$ cat src/rtl/isa_pkg.sv
// Shared ISA definitions for the instruction sequencer and the control unit.
//   - 5-bit opcode constants, including the sequencer-internal second parts
//   - sequencer state encoding
//   - issue record (opcode, rsrc, rdst, bubble) presented to the control unit
package isa_pkg;

  localparam logic [4:0] OP_NOP   = 5'b00000;
  localparam logic [4:0] OP_LDM   = 5'b10001;
  localparam logic [4:0] OP_CALL  = 5'b11000;
  localparam logic [4:0] OP_CALL2 = 5'b11001;
  localparam logic [4:0] OP_RET   = 5'b11010;
  localparam logic [4:0] OP_RET2  = 5'b11011;
  localparam logic [4:0] OP_RTI   = 5'b11100;
  localparam logic [4:0] OP_RTI2  = 5'b11101;
  localparam logic [4:0] OP_INT1  = 5'b11110;
  localparam logic [4:0] OP_INT2  = 5'b11111;

  typedef enum logic [2:0] {
    ST_NORMAL   = 3'd0,
    ST_LDM_WAIT = 3'd1,
    ST_CALL2    = 3'd2,
    ST_RET2     = 3'd3,
    ST_RTI2     = 3'd4,
    ST_INT1     = 3'd5,
    ST_INT2     = 3'd6
  } seq_state_e;

  typedef struct packed {
    logic [4:0] op;
    logic [2:0] rsrc;
    logic [2:0] rdst;
    logic       bubble;
  } issue_t;

  localparam issue_t ISSUE_BUBBLE = '{op: OP_NOP, rsrc: 3'd0, rdst: 3'd0, bubble: 1'b1};

  // Opcodes that only the sequencer may generate; a fetched copy is squashed.
  function automatic logic is_internal_op(input logic [4:0] op);
    return (op == OP_CALL2) || (op == OP_RET2) || (op == OP_RTI2) ||
           (op == OP_INT1)  || (op == OP_INT2);
  endfunction

endpackage

$ cat src/rtl/instruction_sequencer.sv
// Instruction sequencer: turns fetched words into control-unit issues, expanding
// CALL/RET/RTI into two parts, LDM into opcode + immediate word, and injecting
// the two-part interrupt entry sequence.
//
// state     | meaning
// ----------|-------------------------------------------------------------
// NORMAL    | decode and issue the fetched word, or take a pending interrupt
// LDM_WAIT  | LDM seen, waiting for the immediate word
// CALL2     | 11000 on the outputs, 11001 goes out next
// RET2      | 11010 on the outputs, 11011 goes out next
// RTI2      | 11100 on the outputs, 11101 goes out next
// INT1      | 11110 on the outputs, 11111 goes out next (flush cannot stop it)
// INT2      | 11111 on the outputs, fetch word still held, bubble next
//
// Ports:
//   clk, rst_n        clock, synchronous active-low reset
//   instr_in[15:0]    fetched word: opcode[15:11], rsrc[10:8], rdst[7:5]
//   instr_valid       instr_in valid this cycle
//   stall, flush      hazard hold / branch squash
//   intr              interrupt request pulse
//   opCode, rsrc,     registered issue to the control unit
//   rdst, imm
//   makeMeBubble      issued slot is a bubble
//   pc_hold           fetch must re-present the same word
//   in_isr            interrupt service in progress
module instruction_sequencer
  import isa_pkg::*;
(
  input  logic        clk,
  input  logic        rst_n,
  input  logic [15:0] instr_in,
  input  logic        instr_valid,
  input  logic        stall,
  input  logic        flush,
  input  logic        intr,
  output logic [4:0]  opCode,
  output logic [2:0]  rsrc,
  output logic [2:0]  rdst,
  output logic [15:0] imm,
  output logic        makeMeBubble,
  output logic        pc_hold,
  output logic        in_isr
);

  seq_state_e  state_q;
  issue_t      issue_q;
  logic [15:0] imm_q;
  logic        pc_hold_q;
  logic [2:0]  ldm_rsrc_q;
  logic [2:0]  ldm_rdst_q;
  logic        pending_q, pending_d;
  logic        in_isr_q, in_isr_d;

  logic [4:0]  fetch_op;
  logic [2:0]  fetch_rsrc;
  logic [2:0]  fetch_rdst;
  logic        take_int;
  logic        rti2_issue;

  assign fetch_op   = instr_in[15:11];
  assign fetch_rsrc = instr_in[10:8];
  assign fetch_rdst = instr_in[7:5];

  assign take_int   = (state_q == ST_NORMAL) && !stall && !flush && !in_isr_q && pending_q;
  assign rti2_issue = (state_q == ST_RTI2) && !stall && !flush;

  // Sequencing FSM with registered issue outputs.
  always_ff @(posedge clk) begin
    if (!rst_n) begin
      state_q    <= ST_NORMAL;
      issue_q    <= ISSUE_BUBBLE;
      imm_q      <= 16'h0000;
      pc_hold_q  <= 1'b0;
      ldm_rsrc_q <= 3'd0;
      ldm_rdst_q <= 3'd0;
    end else if (flush) begin
      if (state_q == ST_INT1) begin
        // Interrupt entry is atomic: the second part survives a flush.
        issue_q.op <= OP_INT2;
        pc_hold_q  <= 1'b1;
        state_q    <= ST_INT2;
      end else begin
        issue_q   <= ISSUE_BUBBLE;
        pc_hold_q <= 1'b0;
        state_q   <= ST_NORMAL;
      end
    end else if (stall) begin
      pc_hold_q <= 1'b1;
    end else begin
      case (state_q)
        ST_NORMAL: begin
          if (take_int) begin
            issue_q   <= '{op: OP_INT1, rsrc: 3'd0, rdst: 3'd0, bubble: 1'b0};
            pc_hold_q <= 1'b1;
            state_q   <= ST_INT1;
          end else if (!instr_valid) begin
            issue_q   <= ISSUE_BUBBLE;
            pc_hold_q <= 1'b0;
          end else begin
            case (fetch_op)
              OP_CALL, OP_RET, OP_RTI: begin
                issue_q   <= '{op: fetch_op, rsrc: fetch_rsrc, rdst: fetch_rdst, bubble: 1'b0};
                pc_hold_q <= 1'b1;
                if (fetch_op == OP_CALL)     state_q <= ST_CALL2;
                else if (fetch_op == OP_RET) state_q <= ST_RET2;
                else                         state_q <= ST_RTI2;
              end
              OP_LDM: begin
                issue_q    <= ISSUE_BUBBLE;
                pc_hold_q  <= 1'b0;
                ldm_rsrc_q <= fetch_rsrc;
                ldm_rdst_q <= fetch_rdst;
                state_q    <= ST_LDM_WAIT;
              end
              default: begin
                pc_hold_q <= 1'b0;
                if (is_internal_op(fetch_op))
                  issue_q <= ISSUE_BUBBLE;
                else
                  issue_q <= '{op: fetch_op, rsrc: fetch_rsrc, rdst: fetch_rdst, bubble: 1'b0};
              end
            endcase
          end
        end
        ST_LDM_WAIT: begin
          pc_hold_q <= 1'b0;
          if (instr_valid) begin
            imm_q   <= instr_in;
            issue_q <= '{op: OP_LDM, rsrc: ldm_rsrc_q, rdst: ldm_rdst_q, bubble: 1'b0};
            state_q <= ST_NORMAL;
          end else begin
            issue_q <= ISSUE_BUBBLE;
          end
        end
        // Second parts keep the first part's rsrc/rdst, still held in issue_q.
        ST_CALL2: begin
          issue_q.op <= OP_CALL2;
          pc_hold_q  <= 1'b0;
          state_q    <= ST_NORMAL;
        end
        ST_RET2: begin
          issue_q.op <= OP_RET2;
          pc_hold_q  <= 1'b0;
          state_q    <= ST_NORMAL;
        end
        ST_RTI2: begin
          issue_q.op <= OP_RTI2;
          pc_hold_q  <= 1'b0;
          state_q    <= ST_NORMAL;
        end
        ST_INT1: begin
          issue_q.op <= OP_INT2;
          pc_hold_q  <= 1'b1;
          state_q    <= ST_INT2;
        end
        ST_INT2: begin
          // The word presented during INT2 was held by pc_hold; it is consumed next.
          issue_q   <= ISSUE_BUBBLE;
          pc_hold_q <= 1'b0;
          state_q   <= ST_NORMAL;
        end
        default: begin
          issue_q   <= ISSUE_BUBBLE;
          pc_hold_q <= 1'b0;
          state_q   <= ST_NORMAL;
        end
      endcase
    end
  end

  // Interrupt pending / in-service tracking. Pending survives flush and stall;
  // a new pulse in the take cycle stays pending.
  always_comb begin
    pending_d = intr | (pending_q & ~take_int);
    in_isr_d  = in_isr_q;
    if (take_int)
      in_isr_d = 1'b1;
    else if (rti2_issue)
      in_isr_d = 1'b0;
  end

  always_ff @(posedge clk) begin
    if (!rst_n) begin
      pending_q <= 1'b0;
      in_isr_q  <= 1'b0;
    end else begin
      pending_q <= pending_d;
      in_isr_q  <= in_isr_d;
    end
  end

  assign opCode       = issue_q.op;
  assign rsrc         = issue_q.rsrc;
  assign rdst         = issue_q.rdst;
  assign makeMeBubble = issue_q.bubble;
  assign imm          = imm_q;
  assign pc_hold      = pc_hold_q;
  assign in_isr       = in_isr_q;

endmodule

$ cat config.mk
export PLATFORM = sky130hd
export DESIGN_NAME = instruction_sequencer
export DESIGN_NICKNAME = d
export VERILOG_FILES = /design/src/rtl/isa_pkg.sv /design/src/rtl/instruction_sequencer.sv
export SDC_FILE = /design/constraint.sdc
export NUM_CORES = 1
export LEC_CHECK = 0
export ABC_AREA = 1
export CAP_MARGIN = 10
export CORE_ASPECT_RATIO = 0.5
export CORE_UTILIZATION = 30
export DETAILED_ROUTE_END_ITERATION = 8
export PLACE_DENSITY_LB_ADDON = 0.3
export SLEW_MARGIN = 20
export SYNTH_ARGS = -nofsm -noshare
export SYNTH_HDL_FRONTEND = slang
export SYNTH_SLANG_ARGS = --single-unit
$ cat constraint.sdc
create_clock -name clk -period 1.9 [get_ports clk]
set_input_delay 0.38 -clock clk [delete_from_list [all_inputs] [get_ports clk]]
set_output_delay 0.38 -clock clk [all_outputs]
set_load 0.03 [all_outputs]
### Word-level counts from Yosys, hierarchy flattened

Cells that the tools add are included.

| operators by class | value |
|---|---|
| equality and inequality tests | 20 |
| muxes and demuxes | 30 |
| bitwise logic cells | 5 |
| reductions and logical operators | 21 |

Operator list:

| cell | number |
|---|---|
| 12-bit two-way mux | 6 |
| 5-bit equality test (second input constant) | 9 |
| 5-bit case mux with 6 select lines | 1 |
| 3-bit two-way mux | 8 |
| 12-bit case mux with 2 select lines | 1 |
| 7-bit case mux with 3 select lines | 1 |
| 3-bit case mux with 3 select lines | 1 |
| 1-bit two-way mux | 8 |
| 4-bit AND reduction | 2 |
| 7-bit two-way mux | 1 |
| 3-bit by 2-bit equality test with 1-bit output (second input constant) | 2 |
| 3-bit equality test (second input constant) | 2 |
| 1-bit logical AND | 6 |
| 3-bit case mux with 2 select lines | 1 |
| 6-bit AND reduction | 1 |
| 5-bit two-way mux | 1 |
| 5-bit by 3-bit != test with 1-bit output (second input constant) | 1 |
| 1-bit logical OR | 4 |
| 2-bit by 1-bit != test with 1-bit output (second input constant) | 2 |
| 4-bit != test (second input constant) | 1 |
| 4-bit OR reduction | 1 |
| 3-bit by 1-bit equality test with 1-bit output (second input constant) | 1 |
| 1-bit zero test | 3 |
| 3-bit zero test | 1 |
| 9 further kinds | 11 |

| word-level totals | value |
|---|---|
| flip-flop bits (word level) | 40 |
| input port bits | 22 |
| output and inout port bits | 30 |
| logic and storage cells | 87 |

### Logic depth before layout (Yosys ltp)

Gate-level depths: netlist of the first run.

| logic depth | value |
|---|---|
| depth in word-level cells | 12 |
| gate-level depth with buffers | 11 |
| mapped depth without buffers | 11 |

### Least setup slack after synthesis of the first run

Ideal clock, no wire load.

| path | value |
|---|---|
| path type | input to register |
| start point | in instr_valid |
| end point | reg imm_q[10], in the netlist imm[10] |
| setup time | 132 ps |
| arrival time | 1371 ps |
| data required time | 1768 ps |
| path slack | 397 ps |
| stages | 7 |
| path buffers | 2 |
| cell sequence | clkbuf_1 -> inv_1 -> nor2_2 -> nand2_1 -> buf_2 -> nand2_1 -> a21oi_1 |

| between the ends | value |
|---|---|
| cells in the longest elaborated chain, start to end | 1 |

RTL lines:

| element | line | source |
|---|---|---|
| from (decl) | instruction_sequencer.sv:32 | `input logic instr_valid,` |
| 4-bit AND reduction (no line) | n/a |  |
| to (signal assigned) | instruction_sequencer.sv:128 | `imm_q <= instr_in;` |
| to (decl) | instruction_sequencer.sv:47 | `logic [15:0] imm_q;` |

No other way between the ends.
A chain may end at the register's enable or synchronous reset.

### Final worst setup path of the first run

| path | value |
|---|---|
| start point | in flush |
| end point | reg ldm_rsrc_q[1] |

| between the ends | value |
|---|---|
| cells in the longest elaborated chain, start to end | 6 |
| elaborated cells between the ends (all ways) | 7 |
| those cells by class | 2 x bitwise; 5 x reduce/logical |

RTL lines:

| element | line | source |
|---|---|---|
| from (decl) | instruction_sequencer.sv:34 | `input logic flush,` |
| 1-bit zero test | instruction_sequencer.sv:64 | `assign take_int = (state_q == ST_NORMAL) && !stall && !flush && !in_isr_q && pending_q;` |
| 1-bit logical AND (3 in a row) | instruction_sequencer.sv:64 |  |
| 1-bit NOT (no line) | n/a |  |
| 6-bit AND reduction (no line) * | n/a |  |
| to (signal assigned) | instruction_sequencer.sv:111 | `ldm_rsrc_q <= fetch_rsrc;` |
| to (decl) | instruction_sequencer.sv:49 | `logic [2:0] ldm_rsrc_q;` |

Mark *: on every way between the ends. The rest lies on a longest branch, timed or not.

==> results.yml, run 1 <==
clock_tree:
  cts_buffers: 5
  cts_buffer_depth: 2
  htree_num_levels: 2
  cts_hold_buffers: 0
  cts_sinks: 40
  clkSlewWorstSetupHoldPaths_ns: 0.06
  cts-root-buf: "clkbuf_16"
  cts_tree: "yes"
  insertion_delay_ns: 0.28
setup_path:
  r2r_start: "state_q[2]"
  timing.rr.end: "ldm_rsrc_q[1]"
  cp_slowest_cell: "clkdlybuf4s50_1"
  path_common_cell: "nor2_2"
  cp.arrival_ns: 1.93
  cp_data_required_time_ns: 2.08
  start_kind: "primary input"
  crit_path_end_kind: "flip-flop"
  criticalPathCategory: "primary input to flip-flop"
  path_cells: "clkdlybuf4s50_1 -> nor2_2 -> nand2_1 -> nor2_2 -> nand3_2 -> nor3b_4 -> buf_4 -> o21ai_0 -> a21oi_1"
  rr_worst_depth: 8
  r2r_slack_ns: 0.24
  max_stage_delay_ns: 0.44
  cp_max_fo: 9
logic_synthesis:
  yosysWarnings: 0
  synth-edff-count: 0
  synth.cell_area_um2: 1950
  netlist_instances: 295
  ys_types: 27
  ys_seq_area_share_pct: 41.1
  synthArstFlopShare_pct: 0
  syn-num-nets: 317
  synth_top_flop_cell: "dfxtp_1"
  syn_avg_cell_area_um2: 6.60
  ys_ff_latch: 40
grt:
  grt-ovfl-total: 0
  antenna_found_initial: 0
  grt_first_pass_wirelength_mm: 8.67
  grt_max_degree: 31
  grt_usage_pct: 16.6
  grt_pass1_vias: 1905
sta:
  rsz0062_at_grt: "no"
  hold_slack_ns: 0.462
  final_max_slew_viol_count: 0
  timing.final.crit_share_pct: 92.6
  worst_slack_ns: 0.142
  slew_headroom_pct: 78.2
  clock_skew_ns: 0.00433
  finalSetupViolations: 0
  fin_setup_tns_ns: 0
  fin_crit_ns: 1.76
  worstMarginPinSlew_ns: 0.326
  fmax_ghz: 0.569
  finalHoldViolCount: 0
power_and_ir_drop:
  power_density_nw_per_um2: 833
  p_seq_share_pct: 37.5
  ir_drop_v: 0.000309
  p_clk_share_pct: 35.2
  power_switching_uw: 775
  leakagePower_nw: 1.27
  pwr-share-comb_pct: 27.3
  p_sw_share_pct: 31.5
  p_int_mw: 1.69
hold_path:
  hold_path_end: "imm[9]"
  hold_path_class: "flip-flop to flip-flop"
  hold_depth: 2
  worstHoldStart: "imm[9]"
routing:
  drtPass1Iterations: 4
  post_drt_wl_per_cell_um: 11.7
  drtAntennaViolNets: 0
  wl_mm: 5.41
  drt_iter0_markers: 84
  routed-via-count: 2121
  drc: 0
  viasPerCell: 4.58
outcome:
  status: "finished clean"
placed_design:
  io_buffers: 51
  dp_slack_ns: -0.301
  routabilityCongestion: 0.853
  hpwlAfterDp_mm: 4.04
run:
  maxCapViolCount: 0
cells_and_area:
  n_antenna_cell: 0
  drive_gt1_share_pct: 14.7
  nets: 396
  area_growth_pct: 51.6
die:
  die_area_um2: 6840
  row_count: 20
  die_w_um: 116
  initial_utilization_pct: 31.6
  die_h_um: 59.0
  core_um2: 6160
  io_pins: 52
==> area by class of cell <==
class / instances / area, µm²
fillers: 630 / 3200
multi-input cells: 217 / 1010
flip-flops and latches: 40 / 801
repair buffers: 83 / 776
clock buffers: 6 / 139
well taps: 88 / 110
inverters: 27 / 101
clock inverters: 2 / 15.0
==> how the worst max path moves through the flow <==
stage                           start            end  cells after the start
final                           flush  ldm_rsrc_q[1]                      9
after global routing            flush     state_q[1]                     11
after CTS                       flush  ldm_rsrc_q[0]                      8
after detailed placement        flush  ldm_rsrc_q[1]                      8
after global placement          flush  ldm_rsrc_q[0]                      8
after floorplan           instr_valid        imm[10]                      7
==> what timing repair did <==
item / 4_1_cts / 5_1_grt
setup endpoints to repair: 1 / 7
setup buffers: 0 / 2
resized for setup: 1 / 2
pin swaps: 0 / 1
cloned: 0 / 0
==> cells by family (layout without fill, tap and decap cells) <==
logic type / after synthesis / in the layout / synth area share (%)
compound gates: 58 / 58 / 16.3
buf+inv: 38 / 118 / 7.77
flops: 40 / 40 / 41.1
simple gates: 159 / 159 / 34.8
==> cell usage after synthesis, types with 2 or more instances <==
cell      number  area, µm²
nor2_2         4       25.0
o21ai_1        6       30.0
dfxtp_1       40        801
nor2_1        27        101
o21ai_0        4       20.0
a21oi_1       40        200
inv_2          3       11.3
a31oi_1        2       12.5
nand2_1       94        353
nand3_1       27        135
buf_2          4       20.0
inv_1         24       90.1
clkbuf_1       6       22.5
==> flip-flops by register name, indices dropped and copies added, names as in the netlist <==
register,count
imm,16
opCode,5
ldm_rdst_q,3
ldm_rsrc_q,3
rdst,3
rsrc,3
state_q,3
in_isr,1
makeMeBubble,1
pc_hold,1
pending_q,1
==> critical path: cells and delay by family <==
| family | cells | cell delay, ns |
|---|---|---|
| AND/OR/NAND/NOR | 5 | 0.75 |
| AO/OA/AOI/OAI | 2 | 0.21 |
| buffers and inverters | 2 | 0.60 |
==> power by group through the flow <==
stage | clock (mW) | combinational [mW] | sequential, mW
detailed placement | 0 | 0.658 | 0.940
CTS | 0.892 | 0.663 | 0.922
finish | 0.867 | 0.672 | 0.922
global route | 0.924 | 0.737 | 0.927
global placement | 0 | 0.659 | 0.939
floorplan | 0 | 0.339 | 0.988
==> per-stage QoR <==
| step | total power, mW | instances | area, µm² | util, % |
|---|---|---|---|---|
| 2_1_floorplan | 1.33 | 295 | 1950 | - |
| 3_3_place_gp | 1.60 | 453 | 2770 | 45.0 |
| 3_5_place_dp | 1.60 | 453 | 2770 | 45.0 |
| 4_1_cts | 2.48 | 461 | 2930 | 47.6 |
| 5_1_grt | 2.59 | 463 | 2950 | 48.0 |
| 6_report | 2.46 | 463 | 2950 | 48.0 |
==> layer usage <==
metal / share of wire, % / vias up / routed length, µm / GRT usage [%]
met5: 0 / - / 0 / 0
met4: 1.1 / 0 / 57 / 6.59
met3: 5.4 / 6 / 292 / 4.40
met2: 45 / 55 / 2460 / 27.3
met1: 48 / 952 / 2610 / 21.2
li1: - / 1108 / - / -
==> layout by cell type (no fill, tap or decap), types with 3 or more instances in the layout <==
cell type	netlist	layout
nand2_1	94	94
inv_1	24	24
nor2_1	27	27
inv_2	3	3
clkdlybuf4s50_1	0	51
o21ai_0	4	4
nand3_1	27	26
clkbuf_16	0	5
dfxtp_1	40	40
o21ai_1	6	6
nor2_2	4	3
a21oi_1	40	40
buf_4	1	30
Note: power is estimated with default switching activity, not from simulation.
==> run 2: changes to the inputs <==
--- a/config.mk
+++ b/config.mk
@@ -10,6 +10,7 @@
 export CORE_ASPECT_RATIO = 0.5
 export CORE_UTILIZATION = 30
 export DETAILED_ROUTE_END_ITERATION = 8
+export HOLD_SLACK_MARGIN = 0.06
 export PLACE_DENSITY_LB_ADDON = 0.3
 export SLEW_MARGIN = 20
 export SYNTH_ARGS = -nofsm -noshare
==> results of run 2 <==
No change in the layout: final DEF, timing and power equal those of run 1.
==> run 3: changes to the inputs <==
--- a/config.mk
+++ b/config.mk
@@ -10,7 +10,6 @@
 export CORE_ASPECT_RATIO = 0.5
 export CORE_UTILIZATION = 30
 export DETAILED_ROUTE_END_ITERATION = 8
-export HOLD_SLACK_MARGIN = 0.06
 export PLACE_DENSITY_LB_ADDON = 0.3
 export SLEW_MARGIN = 20
 export SYNTH_ARGS = -nofsm -noshare
==> results of run 3 <==
No change in the layout: final DEF, timing and power equal those of run 1.
